**config.mk**
```make
export PLATFORM = sky130hd
export DESIGN_NAME = piso_arb_ctrl_flat
export DESIGN_NICKNAME = d
export VERILOG_FILES = /design/src/rtl/piso_arb_ctrl_if.sv /design/src/rtl/piso_arb_ctrl.sv /design/src/flat_wrapper.sv
export SDC_FILE = /design/constraint.sdc
export NUM_CORES = 1
export LEC_CHECK = 0
export ABC_CLOCK_PERIOD_IN_PS = 1300
export BUFFER_PORTS_ARGS = -buffer_cell sky130_fd_sc_hd__buf_2
export CORE_AREA = 4 4 45 47
export CTS_CLUSTER_SIZE = 14
export DETAILED_ROUTE_END_ITERATION = 16
export DIE_AREA = 0 0 49 51
export GPL_ROUTABILITY_DRIVEN = 0
export GPL_TIMING_DRIVEN = 0
export HOLD_SLACK_MARGIN = 0.12
export PLACE_DENSITY_LB_ADDON = 0.25
export REMOVE_ABC_BUFFERS = 1
export SETUP_SLACK_MARGIN = 0.05
export SLEW_MARGIN = 15
export SYNTH_ARGS = -nofsm -noshare
export SYNTH_HDL_FRONTEND = slang
export SYNTH_SLANG_ARGS = --single-unit
```
**constraint.sdc**
```tcl
create_clock -name clk -period 1.3 [get_ports clk]
set_input_delay 0.195 -clock clk [delete_from_list [all_inputs] [get_ports clk]]
set_output_delay 0.195 -clock clk [all_outputs]
set_load 0.1 [all_outputs]
```
**src/rtl/piso_arb_ctrl_if.sv**
```systemverilog
// Bundle of requester handshakes and the serial output lane for piso_arb_ctrl.
// The slave modport is the scheduler itself; master is whoever drives requests
// and listens to the serial lane.
interface piso_arb_ctrl_if #(
    parameter int WIDTH = 4
);
    logic             req0_valid;
    logic [WIDTH-1:0] req0_data;
    logic             req0_ready;
    logic             req1_valid;
    logic [WIDTH-1:0] req1_data;
    logic             req1_ready;
    logic             s_out;
    logic             s_valid;
    logic             s_last;
    logic             grant_id;
    logic             busy;

    modport slave (
        input  req0_valid, req0_data, req1_valid, req1_data,
        output req0_ready, req1_ready, s_out, s_valid, s_last, grant_id, busy
    );

    modport master (
        output req0_valid, req0_data, req1_valid, req1_data,
        input  req0_ready, req1_ready, s_out, s_valid, s_last, grant_id, busy
    );
endinterface

```
**src/rtl/piso_arb_ctrl.sv**
```systemverilog
// Two-requester round-robin scheduler feeding one serial lane.
// A granted word is loaded into a shift register and sent LSB first, one bit
// per clock, followed by GAP idle cycles and at least one IDLE cycle.
module piso_arb_ctrl #(
    parameter int WIDTH = 4,
    parameter int GAP   = 1
) (
    input  logic          clk,
    input  logic          rst_n,
    piso_arb_ctrl_if.slave bus
);
    localparam int CW = (WIDTH > 1) ? $clog2(WIDTH) : 1;
    localparam logic [CW-1:0] BIT_LAST = CW'(WIDTH - 1);
    localparam logic [3:0]    GAP_LAST = (GAP > 0) ? 4'(GAP - 1) : 4'd0;

    typedef enum logic [1:0] {
        ST_IDLE,
        ST_SHIFT,
        ST_GAP
    } state_t;

    state_t           state;
    state_t           state_nxt;
    logic [WIDTH-1:0] sreg;
    logic [CW-1:0]    bit_cnt;
    logic [3:0]       gap_cnt;
    logic             rr_ptr;
    logic             grant_q;
    logic             sel;
    logic             any_valid;
    logic             accept;

    // Pick a requester while idle: a lone requester wins outright, a tie goes to the pointer.
    // Ready is also gated by rst_n so nothing is accepted while reset is held.
    always_comb begin
        any_valid = bus.req0_valid | bus.req1_valid;
        sel       = 1'b0;
        if (bus.req0_valid && bus.req1_valid) begin
            sel = rr_ptr;
        end else if (bus.req1_valid) begin
            sel = 1'b1;
        end
        accept         = rst_n && (state == ST_IDLE) && any_valid;
        bus.req0_ready = accept && !sel;
        bus.req1_ready = accept && sel;
    end

    // Next-state logic and the state-decoded serial strobes.
    always_comb begin
        state_nxt = state;
        case (state)
            ST_IDLE: begin
                if (accept) begin
                    state_nxt = ST_SHIFT;
                end
            end
            ST_SHIFT: begin
                if (bit_cnt == BIT_LAST) begin
                    state_nxt = (GAP > 0) ? ST_GAP : ST_IDLE;
                end
            end
            ST_GAP: begin
                if (gap_cnt == GAP_LAST) begin
                    state_nxt = ST_IDLE;
                end
            end
            default: state_nxt = ST_IDLE;
        endcase
        bus.s_valid  = (state == ST_SHIFT);
        bus.s_last   = (state == ST_SHIFT) && (bit_cnt == BIT_LAST);
        bus.busy     = (state != ST_IDLE);
        bus.s_out    = sreg[0];
        bus.grant_id = grant_q;
    end

    // State register; reset aborts any frame in flight immediately.
    always_ff @(posedge clk or negedge rst_n) begin
        if (!rst_n) begin
            state <= ST_IDLE;
        end else begin
            state <= state_nxt;
        end
    end

    // Load on accept, shift right with zero fill during SHIFT, count gap cycles during GAP.
    always_ff @(posedge clk or negedge rst_n) begin
        if (!rst_n) begin
            sreg    <= '0;
            bit_cnt <= '0;
            gap_cnt <= '0;
            rr_ptr  <= 1'b0;
            grant_q <= 1'b0;
        end else if (accept) begin
            sreg    <= sel ? bus.req1_data : bus.req0_data;
            grant_q <= sel;
            rr_ptr  <= ~sel;
            bit_cnt <= '0;
            gap_cnt <= '0;
        end else if (state == ST_SHIFT) begin
            sreg    <= sreg >> 1;
            bit_cnt <= (bit_cnt == BIT_LAST) ? '0 : bit_cnt + 1'b1;
            gap_cnt <= '0;
        end else if (state == ST_GAP) begin
            gap_cnt <= gap_cnt + 1'b1;
        end
    end
endmodule
```
**src/flat_wrapper.sv**
```systemverilog
// flat-port wrapper written by rule: the top's interface ports become plain ports
module piso_arb_ctrl_flat 
#(
    parameter int WIDTH = 4,
    parameter int GAP   = 1
)
  (clk, rst_n, bus_req0_valid, bus_req0_data, bus_req1_valid, bus_req1_data, bus_req0_ready, bus_req1_ready, bus_s_out, bus_s_valid, bus_s_last, bus_grant_id, bus_busy);
  piso_arb_ctrl_if #(.WIDTH(WIDTH)) bus_i ();
  input  logic clk;
  input  logic rst_n;
  input wire logic [$bits(bus_i.req0_valid)-1:0] bus_req0_valid;
  input wire logic [$bits(bus_i.req0_data)-1:0] bus_req0_data;
  input wire logic [$bits(bus_i.req1_valid)-1:0] bus_req1_valid;
  input wire logic [$bits(bus_i.req1_data)-1:0] bus_req1_data;
  output wire logic [$bits(bus_i.req0_ready)-1:0] bus_req0_ready;
  output wire logic [$bits(bus_i.req1_ready)-1:0] bus_req1_ready;
  output wire logic [$bits(bus_i.s_out)-1:0] bus_s_out;
  output wire logic [$bits(bus_i.s_valid)-1:0] bus_s_valid;
  output wire logic [$bits(bus_i.s_last)-1:0] bus_s_last;
  output wire logic [$bits(bus_i.grant_id)-1:0] bus_grant_id;
  output wire logic [$bits(bus_i.busy)-1:0] bus_busy;
  assign bus_i.req0_valid = bus_req0_valid;
  assign bus_i.req0_data = bus_req0_data;
  assign bus_i.req1_valid = bus_req1_valid;
  assign bus_i.req1_data = bus_req1_data;
  assign bus_req0_ready = bus_i.req0_ready;
  assign bus_req1_ready = bus_i.req1_ready;
  assign bus_s_out = bus_i.s_out;
  assign bus_s_valid = bus_i.s_valid;
  assign bus_s_last = bus_i.s_last;
  assign bus_grant_id = bus_i.grant_id;
  assign bus_busy = bus_i.busy;
  piso_arb_ctrl #(.WIDTH(WIDTH), .GAP(GAP)) u_core (.clk(clk), .rst_n(rst_n), .bus(bus_i));
endmodule
```
==> results.ini <==
[status]
status=finished, violations left
violations=negative setup slack

[clock_network]
clk_pin_slew_ns=0.09
cts_tree=built
insertion_delay_ns=0.29
clock_path_buffers=2
clkSinkCount=14
clock-root-buffer=clkbuf_4
htree_levels=1
cts-buffers-inserted=3

[floorplanning]
die_h_um=51
core-area_mm2=0.001652
pin_count=19
die-area_mm2=0.002499
dieWidth_um=49
initial_core_util_pct=47.73
row_count=15

[critical_path]
cp.arrival_ns=1.48
critical_path.max_fanout=3
crit_buf_inv=2
cp_top_family=flip-flops
worstSetupPathType=reg -> out
max_stage_delay_ns=0.45
crit_chain=nor3b_4 > buf_6 > and2_4 > buf_12
cp_slowest_cell=dfrtp_2
worst_setup_path_end_kind=primary output
cp-start-kind=flop
cp.required_ns=1.11

[hold_path]
hold_path_class=in -> reg

[final_layout]
final_common_cell=dfrtp_1
diodes=0
final_nets=127
drive_gt1_share_pct=60.36
area_growth_pct=60.79
nFillCells=109
final_cell_mix=dfrtp_1, buf_2, buf_4

[logic_synthesis]
synth_top_cells_by_area=dfrtp_1, mux2i_1, ha_1, a32oi_1, a41oi_1
synth_top_family_by_area=compound AO/OA/AOI/OAI gates
ys_seq_area_share_pct=44.44
yosysTopAreaCell=dfrtp_1
muxShareOfSynthArea_pct=5.079
synth-simple-area-share_pct=17.30
synth_xor_area_share_pct=2.222
yosys_warnings=0
ys_types=35
synth.avg_cell_area_um2=10.65
synthCells=74
yosys.area.top_type_share_pct=44.44
synth_compound_area_share_pct=20.48
syn_area_um2=788.3
synth-seq-cells=14
synth_adder_area_share_pct=4.762

[route]
vias=773
wl_per_cell_um=21.08
wl_met2_um=1405
m1WireLength_um=1079
via_per_inst=6.039
drt-total-wl_um=2698
detailroute.wirelength.met3_um=138
drc=0
drt_iter0_markers=37
first_pass_iters=4
top_layer=met4
postRouteAntennaNets=0

[pwr]
power_uw=3199
ir_drop_v=0.001543
p_leak_uw=0.0005842
p_per_area_mw_per_mm2=2524

[sta]
rsz0062_at_grt=yes
final_max_slew_viol_count=0
setup_violations=18
finalHoldViolCount=0
period_share_pct=128.5
fin_ws_ns=-0.3703
fin_crit_ns=1.670
fmax_mhz=598.7
relSlewSlack_pct=54.57
clock_skew_ns=0.0007292
tightest_slew_ns=0.6792

[global_routing]
grt_max_degree=15
antenna_found_initial=0
grtUsageTotal_pct=18.56
grt_pass1_vias=724
grt_pass1_wl_um=3498
grt_overflow=0

[place]
post-dp-hpwl_um=1113
place_ws_ns=-0.8097
port_buffers=18

[flow_run]
drv_cap=0

-- cell families (layout without fill, tap and decap cells) --
| logic type | after synthesis | in the layout |
|---|---|---|
| AND/OR/NAND/NOR | 22 | 22 |
| AO/OA/AOI/OAI | 20 | 20 |
| flip-flops | 14 | 14 |
| buffers and inverters | 9 | 46 |
| multiplexers | 4 | 4 |
| adder cells (fa/ha/maj) | 3 | 3 |
| XOR/XNOR | 2 | 2 |
-- layout make-up --
cell class | count | area, um2 | share of cell area, %
inverter | 7 | 31.28 | 2.468
tap | 17 | 21.27 | 1.678
sequential | 14 | 352.8 | 27.84
multi-input combinational | 51 | 499.2 | 39.39
clock buffer | 4 | 36.28 | 2.863
timing repair buffer | 35 | 326.6 | 25.76
-- metal layers --
metal	up-vias	global-route usage, %
li1	342	-
met1	388	23.20
met2	35	29.57
met3	8	4.665
met4	0	9.417
met5	-	0
-- flip-flops by register name, indices dropped and copies added (netlist names) --
signal and flops:
u_core.gap_cnt 4, u_core.sreg 4, u_core.bit_cnt 2, u_core.state 2
u_core.bus.grant_id 1, u_core.rr_ptr 1
-- per-stage QoR --
stage                     setup TNS (ns)  std cells  util, %  hold WS, ns  area (um2)
after floorplan                   -3.887         72        -      -0.1006       769.5
after global placement            -4.311        107    53.33       0.1258       880.8
after detailed placement          -4.813        107    53.33       0.1309       880.8
after CTS                         -1.801        122    67.42       0.1339        1114
after global routing              -3.264        128    76.74       0.1726        1267
final                             -2.630        128    76.74       0.1617        1267
-- where the power goes --
group          internal (uW)  switching, uW  total (uW)
registers                584            116         700
clock network            171            164         335
logic                    939           1220        2160
total                   1690           1500        3200
-- final timing paths --
kind	startpoint	endpoint	slack, ns	cells past startpoint
max reg2reg	u_core.state[0]	u_core.gap_cnt[3]	-0.18	6
min in group asynchronous	rst_n	u_core.sreg[1]	0.52	2
min reg2reg	u_core.sreg[0]	u_core.sreg[0]	0.52	2
min	bus_req0_data[0]	u_core.sreg[0]	0.16	3
max in group asynchronous	rst_n	u_core.state[1]	0.31	2
max	u_core.state[0]	bus_req0_ready	-0.37	4
-- worst register-to-register path: cells and delay by family (launching register included) --
kind	cells	cell delay, ns
and+or+nand+nor	2	0.47
DFF	1	0.45
buffers and inverters	3	0.38
AOI/OAI and AO/OA	1	0.13
-- synthesized netlist by cell type --
master and number:
nand2b_1 2, buf_6 1, o21ai_0 1, and3_2 1, nor3b_2 1, ha_1 3, o21ai_2 1, dfrtp_1 14
inv_1 6, o21a_4 1, or3_1 2, and2_1 2, a41oi_1 3, a221o_1 1, or2_1 1, xor2_1 1
a21boi_1 1, mux2i_1 4, nor2_1 4, o21bai_1 1, nand3b_1 1, o21ba_2 1, a2bb2oi_1 1, inv_2 1
a32oi_1 3, nand2b_4 1, a21oi_1 4, nand3_1 4, or2_2 1, nand2_1 1, buf_4 1, xnor2_1 1
a22o_1 1, a21o_1 1, and3_1 1
-- repair_timing --
item                                    in CTS  in global routing
cloned                                       0                  0
endpoints found under the hold margin       14                  0
endpoints found under the setup margin      17                 19
buffers inserted                            10                  7
hold buffers                                 1                  0
pin swaps                                    6                  8
gates resized for setup                     30                 28
No activity file was read; power rests on OpenSTA's default activity.
